**src/rtl/video_pkg.sv**
```systemverilog
// Shared types for the video test-pattern path: pattern code width,
// the named pattern codes and the sequencer state encoding.
package video_pkg;

    localparam int PATTERN_W = 4;

    typedef enum logic [PATTERN_W-1:0] {
        PAT_OFF        = 4'd0,
        PAT_COLOR_BARS = 4'd1,
        PAT_RAMP       = 4'd2,
        PAT_CHECKER    = 4'd3,
        PAT_GRID       = 4'd4,
        PAT_SOLID      = 4'd5,
        PAT_BORDER     = 4'd6
    } pattern_t;

    typedef enum logic {
        ST_IDLE = 1'b0,
        ST_PEND = 1'b1
    } seq_state_t;

    // Successor code with wrap to 0 after the last legal code.
    function automatic logic [PATTERN_W-1:0] next_code(
        input logic [PATTERN_W-1:0] code,
        input logic [PATTERN_W-1:0] last
    );
        return (code >= last) ? '0 : code + 1'b1;
    endfunction

endpackage

```
**src/rtl/frame_edge_detect.sv**
```systemverilog
// Rising-edge detector on vsync; the history flop resets high so a
// boundary needs vsync to be seen low at least once after reset.
module frame_edge_detect (
    input  logic i_clk,
    input  logic i_reset_n,
    input  logic i_vsync,
    output logic o_boundary
);

    logic vsync_q;

    always_ff @(posedge i_clk or negedge i_reset_n) begin
        if (!i_reset_n) begin
            vsync_q <= 1'b1;
        end else begin
            vsync_q <= i_vsync;
        end
    end

    assign o_boundary = i_vsync & ~vsync_q;

endmodule

```
**src/rtl/pattern_sequencer.sv**
```systemverilog
// Selects the active test pattern; direct selects and next requests are
// held pending and only take effect on a frame boundary, with optional auto-cycling.
module pattern_sequencer
    import video_pkg::*;
#(
    parameter int NUM_PATTERNS       = 7,
    parameter int FRAMES_PER_PATTERN = 120,
    parameter int INIT_PATTERN       = 5
) (
    input  logic                 i_clk,
    input  logic                 i_reset_n,
    input  logic                 i_vsync,
    input  logic                 i_auto_en,
    input  logic                 i_next_req,
    input  logic                 i_sel_valid,
    input  logic [PATTERN_W-1:0] i_sel_pattern,
    output logic                 o_sel_ready,
    output logic [PATTERN_W-1:0] o_pattern,
    output logic                 o_pending,
    output logic                 o_changed
);

    localparam logic [PATTERN_W-1:0] INIT_CODE  = PATTERN_W'(INIT_PATTERN);
    localparam logic [PATTERN_W-1:0] LAST_CODE  = PATTERN_W'(NUM_PATTERNS - 1);
    localparam logic [15:0]          LAST_FRAME = 16'(FRAMES_PER_PATTERN - 1);

    logic                 boundary;
    logic [PATTERN_W-1:0] sel_code;

    seq_state_t           state_reg, state_next;
    logic [PATTERN_W-1:0] pending_reg, pending_next;
    logic [PATTERN_W-1:0] pattern_reg, pattern_next;
    logic [15:0]          frame_cnt_reg, frame_cnt_next;
    logic                 changed_reg, changed_next;

    frame_edge_detect u_edge (
        .i_clk      (i_clk),
        .i_reset_n  (i_reset_n),
        .i_vsync    (i_vsync),
        .o_boundary (boundary)
    );

    // Out-of-range select codes fall back to pattern 0.
    assign sel_code = (int'(i_sel_pattern) >= NUM_PATTERNS) ? '0 : i_sel_pattern;

    always_ff @(posedge i_clk or negedge i_reset_n) begin
        if (!i_reset_n) begin
            state_reg     <= ST_IDLE;
            pending_reg   <= '0;
            pattern_reg   <= INIT_CODE;
            frame_cnt_reg <= '0;
            changed_reg   <= 1'b0;
        end else begin
            state_reg     <= state_next;
            pending_reg   <= pending_next;
            pattern_reg   <= pattern_next;
            frame_cnt_reg <= frame_cnt_next;
            changed_reg   <= changed_next;
        end
    end

    always_comb begin
        state_next     = state_reg;
        pending_next   = pending_reg;
        pattern_next   = pattern_reg;
        frame_cnt_next = frame_cnt_reg;
        changed_next   = 1'b0;

        case (state_reg)
            ST_IDLE: begin
                if (!i_auto_en) begin
                    frame_cnt_next = '0;
                end else if (boundary) begin
                    if (frame_cnt_reg == LAST_FRAME) begin
                        pattern_next   = next_code(pattern_reg, LAST_CODE);
                        changed_next   = 1'b1;
                        frame_cnt_next = '0;
                    end else begin
                        frame_cnt_next = frame_cnt_reg + 16'd1;
                    end
                end
                // A request taken on a boundary cycle waits for the following boundary.
                if (i_sel_valid) begin
                    pending_next = sel_code;
                    state_next   = ST_PEND;
                end else if (i_next_req) begin
                    pending_next = next_code(pattern_next, LAST_CODE);
                    state_next   = ST_PEND;
                end
            end
            ST_PEND: begin
                if (!i_auto_en) begin
                    frame_cnt_next = '0;
                end
                if (boundary) begin
                    pattern_next   = pending_reg;
                    changed_next   = 1'b1;
                    frame_cnt_next = '0;
                    state_next     = ST_IDLE;
                end
            end
            default: state_next = ST_IDLE;
        endcase
    end

    assign o_sel_ready = (state_reg == ST_IDLE);
    assign o_pending   = (state_reg == ST_PEND);
    assign o_pattern   = pattern_reg;
    assign o_changed   = changed_reg;

endmodule

```
**config.mk**
```make
export PLATFORM = sky130hd
export DESIGN_NAME = pattern_sequencer
export DESIGN_NICKNAME = d
export VERILOG_FILES = /design/src/rtl/video_pkg.sv /design/src/rtl/frame_edge_detect.sv /design/src/rtl/pattern_sequencer.sv
export SDC_FILE = /design/constraint.sdc
export NUM_CORES = 1
export LEC_CHECK = 0
export BUFFER_PORTS_ARGS = -buffer_cell sky130_fd_sc_hd__buf_4
export CORE_ASPECT_RATIO = 1.1
export CORE_MARGIN = 2
export CORE_UTILIZATION = 55
export CTS_CLUSTER_DIAMETER = 120
export DETAILED_ROUTE_END_ITERATION = 12
export PLACE_DENSITY = 0.73
export SLEW_MARGIN = 10
export SYNTH_ARGS = -nofsm -noshare
export SYNTH_HDL_FRONTEND = slang
export SYNTH_SLANG_ARGS = --single-unit
```
**constraint.sdc**
```tcl
create_clock -name i_clk -period 3.35 [get_ports i_clk]
set_clock_uncertainty 0.2 [all_clocks]
set_input_delay 0.335 -clock i_clk [delete_from_list [all_inputs] [get_ports i_clk]]
set_output_delay 0.335 -clock i_clk [all_outputs]
set_load 0.01 [all_outputs]
```
==> reports/results.ini, run 1 <==
[critical_path]
worstPathArrival_ns = 3.14
rr_worst_depth = 10
cp_max_fo = 8
r2r-start = frame_cnt_reg[0]
r2r_slack_ns = 0.27
cp-start-kind = register
crit_type = reg -> reg
worstPathRequired_ns = 3.42
end_kind = register
r2r-end = pending_reg[0]

[cts]
insertion_delay_ns = 0.33
post_cts_buffers = 0
clock-sinks = 27
clockBufferDepth = 2
clock-root-buffer = clkbuf_4
cts_tree = done
clk_pin_slew_ns = 0.15
cts_buffers = 3
h-tree-depth = 1

[synth]
avgSynthCellArea_um2 = 9.05
yosys.area.top_type_share_pct = 38.4
yosysMostFrequentCell = nand2_1
synth-xor-area-share_pct = 1.12
synth_seq_cells = 27
synth_edf_count = 0
yosys.area.top_type = dfrtp_1
ys.warnings.count = 0
synthTopCellsByArea = dfrtp_1 38%, nand2_1 7.7%, o21ai_0 6.1%
syn_nets = 188
netlist_instances = 173
synth_fa_ha_area_share_pct = 4.00
synthArstFlopShare_pct = 100
synthTopCellsByCount = 32 x nand2_1, 24 x dfrtp_1, 19 x o21ai_0
synth_ff_type = dfrtp_1
synth_top_family_by_area = simple AND/OR/NAND/NOR gates
yosysUniqueCellTypes = 44
yosysSeqAreaShare_pct = 43.4
synth_compound_area_share_pct = 20.7
synthMuxAreaShare_pct = 2.00
synth_area_um2 = 1570
yosys.area_share.simple_pct = 25.8

[grt]
grt_antenna_before_repair = 0
grtUsageMet1_pct = 28.5
overflow = 0
grt_usage_pct = 24.8
busiest_layer = met2
gr-usage-met3_pct = 3.75
met2_usage_pct = 42.5
grt_pass1_vias = 1359
grt_first_pass_wirelength_um = 5860
grt_max_degree = 28

[detailed_routing]
vias = 1378
drt_iter0_markers = 52
ant_nets = 0
drc_errors = 0
wl_per_cell_um = 15.6
dr.pass1.iters = 4
viasPerCell = 6.18
routed_wl_um = 3470

[timing]
worstMarginPinSlew_ns = 0.651
fin_crit_ns = 3.08
finalSetupViolations = 0
setup_tns_ns = 0
slew_headroom_pct = 56.3
rsz0062_at_grt = no
hold_violations = 0
fmax_ghz = 0.325
drv_slew = 0
fin_crit_sh_pct = 91.8

[pwr]
vdd_drop_max_mv = 0.517
power.density_nw_per_um2 = 544
seqPwrFrac_pct = 47.5
total_power_mw = 0.951
power.switching_mw = 0.357
swShare_pct = 37.6
combPwrFrac_pct = 37.6
clock_power_share_pct = 14.9
p_int_mw = 0.593
power.leakage_nw = 0.733

[final_layout]
fin_area_um2 = 1750
n_antenna_cell = 0
syn_to_final_growth_pct = 11.8
drive_above_1_share_pct = 14.7
fin_nets = 206
largest_register_ffs = 16
fin_util_pct = 64.1

[floorplan]
num_rows = 20
design.core.area_um2 = 2730
fp.dieH_um = 60.0
die_area_um2 = 3290
ios = 17
die_w_um = 54.9
initial_core_util_pct = 57.4

[min_path]
holdPathEnd = pending_reg[2]
hp-class = in -> reg
hold_path_depth = 3
min-delay-start = i_sel_valid

[placement]
port_buffers = 16
gp_congestion = 0.885
placed_area_um2 = 1700
hpwl_um = 2610

[status]
status = completed

[run]
max-cap-violations = 0

==> critical path, cell delays in order, from the launching register on <==
cell,delay (ns)
dfrtp_1,0.43
ha_1,0.22
and4_1,0.22
nand4_2,0.16
or2_1,0.34
nor4_1,0.26
a21oi_1,0.13
ha_1,0.22
a211o_1,0.26
a2111oi_4,0.37
a221o_1,0.20
==> cell usage in the layout, fill, tap and decap left out, types with 5 or more instances in the layout <==
cell,netlist,routed
nand3_1,6,6
nand4_1,5,5
ha_1,5,5
buf_4,0,17
a21oi_1,7,7
o21ai_0,19,19
dfrtp_1,24,24
nand2_1,32,32
nor2_1,10,10
==> layer usage <==
layer / up-vias / share of wire (%)
met5: - / 0
met4: 0 / 2.8
met3: 9 / 2.9
met2: 27 / 54
met1: 672 / 41
li1: 670 / -
==> logic make-up after synthesis <==
logic type / Yosys count
simple gates: 77
compound gates: 49
flops: 27
buf+inv: 10
fa+ha+maj: 5
mux: 3
xor+xnor: 2
==> power by group through the flow <==
stage                     logic (mW)  clock network [mW]  registers [mW]
final                          0.357               0.142           0.452
after global placement         0.350                   0           0.452
after detailed placement       0.358                   0           0.455
after global routing           0.406               0.155           0.460
after CTS                      0.359               0.145           0.450
after floorplan                0.236                   0           0.441
==> worst max-delay path by stage <==
stage	from	endpoint	cells after the start	slack, ns
final	frame_cnt_reg[0]	pending_reg[0]	10	0.27
after global routing	frame_cnt_reg[0]	pending_reg[1]	10	0.05
after CTS	frame_cnt_reg[0]	pending_reg[0]	10	0.22
after detailed placement	frame_cnt_reg[0]	pending_reg[0]	10	0.25
after global placement	frame_cnt_reg[0]	pending_reg[1]	10	0.38
after floorplan	frame_cnt_reg[12]	pending_reg[0]	11	0.54
==> area by class of cell <==
cell class                 instances  area (um^2)
tap                               33         41.3
multi-input combinational        136          840
inverter                           4         15.0
fill                             245          978
clock buffer                       4         26.3
timing repair buffer              19          148
sequential                        27          679
==> per-stage QoR <==
stage | std cells | worst slack [ns] | hold WS [ns]
finish | 223 | 0.274 | 0.122
CTS | 223 | 0.224 | 0.117
global placement | 217 | 0.384 | 0.0630
floorplan | 173 | 0.542 | -0.161
detailed placement | 217 | 0.252 | 0.0668
global route | 223 | 0.0547 | 0.135
==> repair_timing <==
item,CTS,global route
hold buffers,2,0
gates resized for setup,0,1
setup endpoints to repair,0,1
endpoints found under the hold margin,28,0
Power figures use the tool's default switching activity.
==> inputs of run 2 (changes only) <==
==> constraint.sdc (replaced) <==
create_clock -name i_clk -period 3.35 [get_ports i_clk]
set_clock_uncertainty 0.2 [all_clocks]
set_input_delay 0.5025 -clock i_clk [delete_from_list [all_inputs] [get_ports i_clk]]
set_output_delay 0.5025 -clock i_clk [all_outputs]
set_load 0.01 [all_outputs]
==> reports/results.ini, run 2 (synthesis results as in run 1) <==
[status]
status = completed

[pwr]
vdd_drop_max_mv = 0.517
seqPwrFrac_pct = 47.6
swShare_pct = 37.6
clock_power_share_pct = 14.9
total_power_mw = 0.949
combPwrFrac_pct = 37.5
p_int_mw = 0.593
power.density_nw_per_um2 = 546
power.leakage_nw = 0.729
power.switching_mw = 0.356

[timing]
setup_tns_ns = 0
finalSetupViolations = 0
worstMarginPinSlew_ns = 0.651
hold_violations = 0
rsz0062_at_grt = no
fmax_ghz = 0.325
fin_crit_ns = 3.08
drv_slew = 0
slew_headroom_pct = 56.3
fin_crit_sh_pct = 91.8

[detailed_routing]
dr.pass1.iters = 4
wl_per_cell_um = 15.6
drc_errors = 0
routed_wl_um = 3460
ant_nets = 0
drt_iter0_markers = 51
viasPerCell = 6.19
vias = 1375

[grt]
grt_first_pass_wirelength_um = 5830
grt_antenna_before_repair = 0
overflow = 0
grt_max_degree = 28
grt_pass1_vias = 1354
grt_usage_pct = 24.7

[critical_path]
worstPathArrival_ns = 3.14
cp-start-kind = register
end_kind = register
crit_chain = ha_1 -> and4_1 -> nand4_2 -> or2_1 -> nor4_1 -> a21oi_1 -> ha_1 -> a211o_1 -> a2111oi_4 -> a221o_1
crit_type = reg -> reg
r2r-end = pending_reg[0]
worstPathRequired_ns = 3.42
r2r-start = frame_cnt_reg[0]
critPathMaxStageDelay_ns = 0.43
cp_max_fo = 8
r2r_slack_ns = 0.27
cp_slowest_cell = dfrtp_1
rr_worst_depth = 10
cpMostUsedCell = ha_1

[cts]
clock-root-buffer = clkbuf_4
clk_pin_slew_ns = 0.15
insertion_delay_ns = 0.33
clock-sinks = 27
h-tree-depth = 1
cts_tree = done
post_cts_buffers = 0
cts_buffers = 3
clockBufferDepth = 2

[final_layout]
largest_register_ffs = 16
syn_to_final_growth_pct = 11.1
drive_above_1_share_pct = 14.8
mostFrequentLayoutCells = 32 x nand2_1, 24 x dfrtp_1, 19 x o21ai_0
fin_nets = 205
final_common_cell = nand2_1
n_fill_cell = 247
n_antenna_cell = 0

[min_path]
hp-class = in -> reg
holdPathEnd = u_edge.vsync_q
hold_path_depth = 1
min-delay-start = i_vsync

[floorplan]
design.core.area_um2 = 2730
num_rows = 20
ios = 17
initial_core_util_pct = 57.4
fp.dieH_um = 60.0
die_w_um = 54.9
die_area_um2 = 3290

[placement]
hpwl_um = 2610
port_buffers = 16
gp_congestion = 0.885

[run]
max-cap-violations = 0

## run 2: changes by cell type in the layout (fill, tap and decap cells not counted), sizes merged
| cell | change |
|---|---|
| dlygate4sd3 | -1 |
## run 2: layer usage
metal / up-vias / GRT usage [%] / routed length [um]
met2: 33 / 42.3 / 1840
met1: 664 / 28.4 / 1410
met4: 0 / 14.3 / 98
met3: 9 / 3.75 / 113
met5: - / 0 / 0
li1: 669 / - / -
## run 2: stage by stage
step	util [%]	cell area (um^2)	setup slack [ns]	hold WS, ns	instances
2_1_floorplan	-	1570	0.542	0.00691	173
3_3_place_gp	62.4	1700	0.384	0.231	217
3_5_place_dp	62.4	1700	0.252	0.234	217
4_1_cts	63.8	1740	0.224	0.0727	222
5_1_grt	63.8	1740	0.0547	0.0713	222
6_report	63.8	1740	0.275	0.0787	222
## run 2: timing repair
action / CTS / global route
hold endpoints to repair: 24 / 0
setup endpoints to repair: 0 / 1
hold buffers: 1 / 0
resized for setup: 0 / 1
## run 2: critical path, delay by kind of cell, from the launching register on
family                     cells  cell delay, ns
adders and majority gates      2            0.44
AOI/OAI and AO/OA              4            0.96
and+or+nand+nor                4            0.99
DFF                            1            0.43
## run 2: final cells by class
cell class | instances | area (um^2) | share of cell area (%)
Multi-Input combinational cell | 136 | 840 | 48.3
Sequential cell | 27 | 679 | 39.1
Timing Repair Buffer | 18 | 138 | 7.91
Tap cell | 33 | 41.3 | 2.37
Clock buffer | 4 | 26.3 | 1.51
Inverter | 4 | 15.0 | 0.863
## run 2: worst max path at each step
stage / from / end / slack (ns) / depth (start not counted)
floorplan: frame_cnt_reg[12] / pending_reg[0] / 0.54 / 11
global placement: frame_cnt_reg[0] / pending_reg[1] / 0.38 / 10
detailed placement: frame_cnt_reg[0] / pending_reg[0] / 0.25 / 10
CTS: frame_cnt_reg[0] / pending_reg[0] / 0.22 / 10
global route: frame_cnt_reg[0] / pending_reg[1] / 0.05 / 10
finish: frame_cnt_reg[0] / pending_reg[0] / 0.27 / 10
## run 2: power by group through the flow
stage / registers, mW / logic [mW] / clock network, mW
after floorplan: 0.441 / 0.236 / 0
after global placement: 0.452 / 0.350 / 0
after detailed placement: 0.455 / 0.358 / 0
after CTS: 0.450 / 0.359 / 0.145
after global routing: 0.460 / 0.405 / 0.155
final: 0.452 / 0.356 / 0.141
==> inputs of run 3 (changes only) <==
Settings changed: CORE_UTILIZATION 55 to 30, PLACE_DENSITY 0.73 to 0.44.
==> reports/results.ini, run 3 (synthesis results as in run 1) <==
[run]
max-cap-violations = 0

[detailed_routing]
routed_wl_um = 3650
drc_errors = 0
vias = 1341
dr.pass1.iters = 4
viasPerCell = 5.41
ant_nets = 0
drt_iter0_markers = 57
wl_per_cell_um = 14.7

[critical_path]
cpMostUsedCell = ha_1
worstPathRequired_ns = 3.36
crit_family = simple AND/OR/NAND/NOR gates
end_kind = register
cp_slowest_cell = dfrtp_1
critPathBufInv = 0
cp-start-kind = register
critPathMaxStageDelay_ns = 0.42
cp_max_fo = 8
worstPathArrival_ns = 3.09
crit_chain = ha_1 -> and4_1 -> nand4_2 -> or2_1 -> nor4_1 -> a21oi_1 -> ha_1 -> a211o_1 -> a2111oi_4 -> a221o_1
crit_type = reg -> reg

[final_layout]
fin_nets = 206
fin_area_um2 = 1800
drive_above_1_share_pct = 15.3
final_common_cell = nand2_1
mostFrequentLayoutCells = 32 x nand2_1, 24 x dfrtp_1, 19 x o21ai_0
n_antenna_cell = 0
largest_register_ffs = 16
fin_util_pct = 35.7
syn_to_final_growth_pct = 14.8

[grt]
grt_first_pass_wirelength_um = 6260
overflow = 0
grt_antenna_before_repair = 0
met2_usage_pct = 21.5
grt_pass1_vias = 1299
busiest_layer = met2
grt_max_degree = 28
gr-usage-met3_pct = 1.89
grtUsageMet1_pct = 19.4
grt_usage_pct = 13.6

[cts]
cts_tree = done
post_cts_buffers = 0
clk_pin_slew_ns = 0.09
clockBufferDepth = 2
clock-sinks = 27
h-tree-depth = 1
cts_buffers = 3
clock-root-buffer = clkbuf_8
insertion_delay_ns = 0.27

[placement]
port_buffers = 16
hpwl_um = 2730
placed_area_um2 = 1740
gp_congestion = 0.778

[timing]
fin_worst_hold_slack_ns = 0.148
fin_crit_sh_pct = 92.1
worstMarginPinSlew_ns = 0.707
finalSetupViolations = 0
fin_crit_ns = 3.09
setup_tns_ns = 0
drv_slew = 0
slew_headroom_pct = 52.5
fmax_ghz = 0.324
rsz0062_at_grt = no
hold_violations = 0

[pwr]
power.leakage_nw = 0.742
total_power_mw = 0.988
power.density_nw_per_um2 = 550
vdd_drop_max_mv = 0.216

[min_path]
hp-class = in -> reg

[status]
status = completed

[floorplan]
die_area_um2 = 5810
ios = 17
fp.dieH_um = 79.8
num_rows = 27
initial_core_util_pct = 31.1
design.core.area_um2 = 5030
die_w_um = 72.9

## run 3: cell types whose count changed in the layout (fill, tap and decap cells not counted)
cell,change
clkbuf_8,+3
clkbuf_4,-3
buf_4,+1
## run 3: metal layers
layer	up-vias	share of wire [%]
met2	14	46
met3	2	1.8
met4	0	0.68
met5	-	0
li1	670	-
met1	655	51
## run 3: final cells by class
type                    instances  area (um^2)
fillers                       499         3240
repair buffers                 19          145
flip-flops and latches         27          679
well taps                      58         72.6
inverters                       4         15.0
clock buffers                   4         45.0
multi-input cells             136          840
## run 3: worst register-to-register path, delay by kind of cell (launching register included)
kind | cells | cell delay [ns]
flops | 1 | 0.42
fa+ha+maj | 2 | 0.45
compound gates | 4 | 0.96
simple gates | 4 | 0.99
## run 3: repair_timing
action,4_1_cts,5_1_grt
setup endpoints to repair,0,1
hold endpoints to repair,24,0
hold buffers,1,0
resized for setup,0,1
## run 3: path summary, 6_finish.rpt
check	startpoint	end	slack, ns	depth (start not counted)
max in group asynchronous	i_reset_n	o_pattern[0]	2.17	2
max reg2reg	frame_cnt_reg[0]	pending_reg[1]	0.26	10
min reg2reg	pending_reg[3]	pending_reg[3]	0.29	1
max	frame_cnt_reg[0]	pending_reg[1]	0.26	10
min in group asynchronous	i_reset_n	frame_cnt_reg[14]	0.48	2
min	i_vsync	u_edge.vsync_q	0.15	1
## run 3: through the flow
step,cells,worst slack [ns]
6_report,248,0.265
5_1_grt,248,0.0463
4_1_cts,248,0.237
3_5_place_dp,243,0.275
3_3_place_gp,243,0.342
2_1_floorplan,173,0.542
## run 3: where the power goes
group	leakage (nW)	switching (mW)	internal (mW)
clock	0.0228	0.0996	0.0852
sequential	0.356	0.0628	0.384
combinational	0.363	0.194	0.162
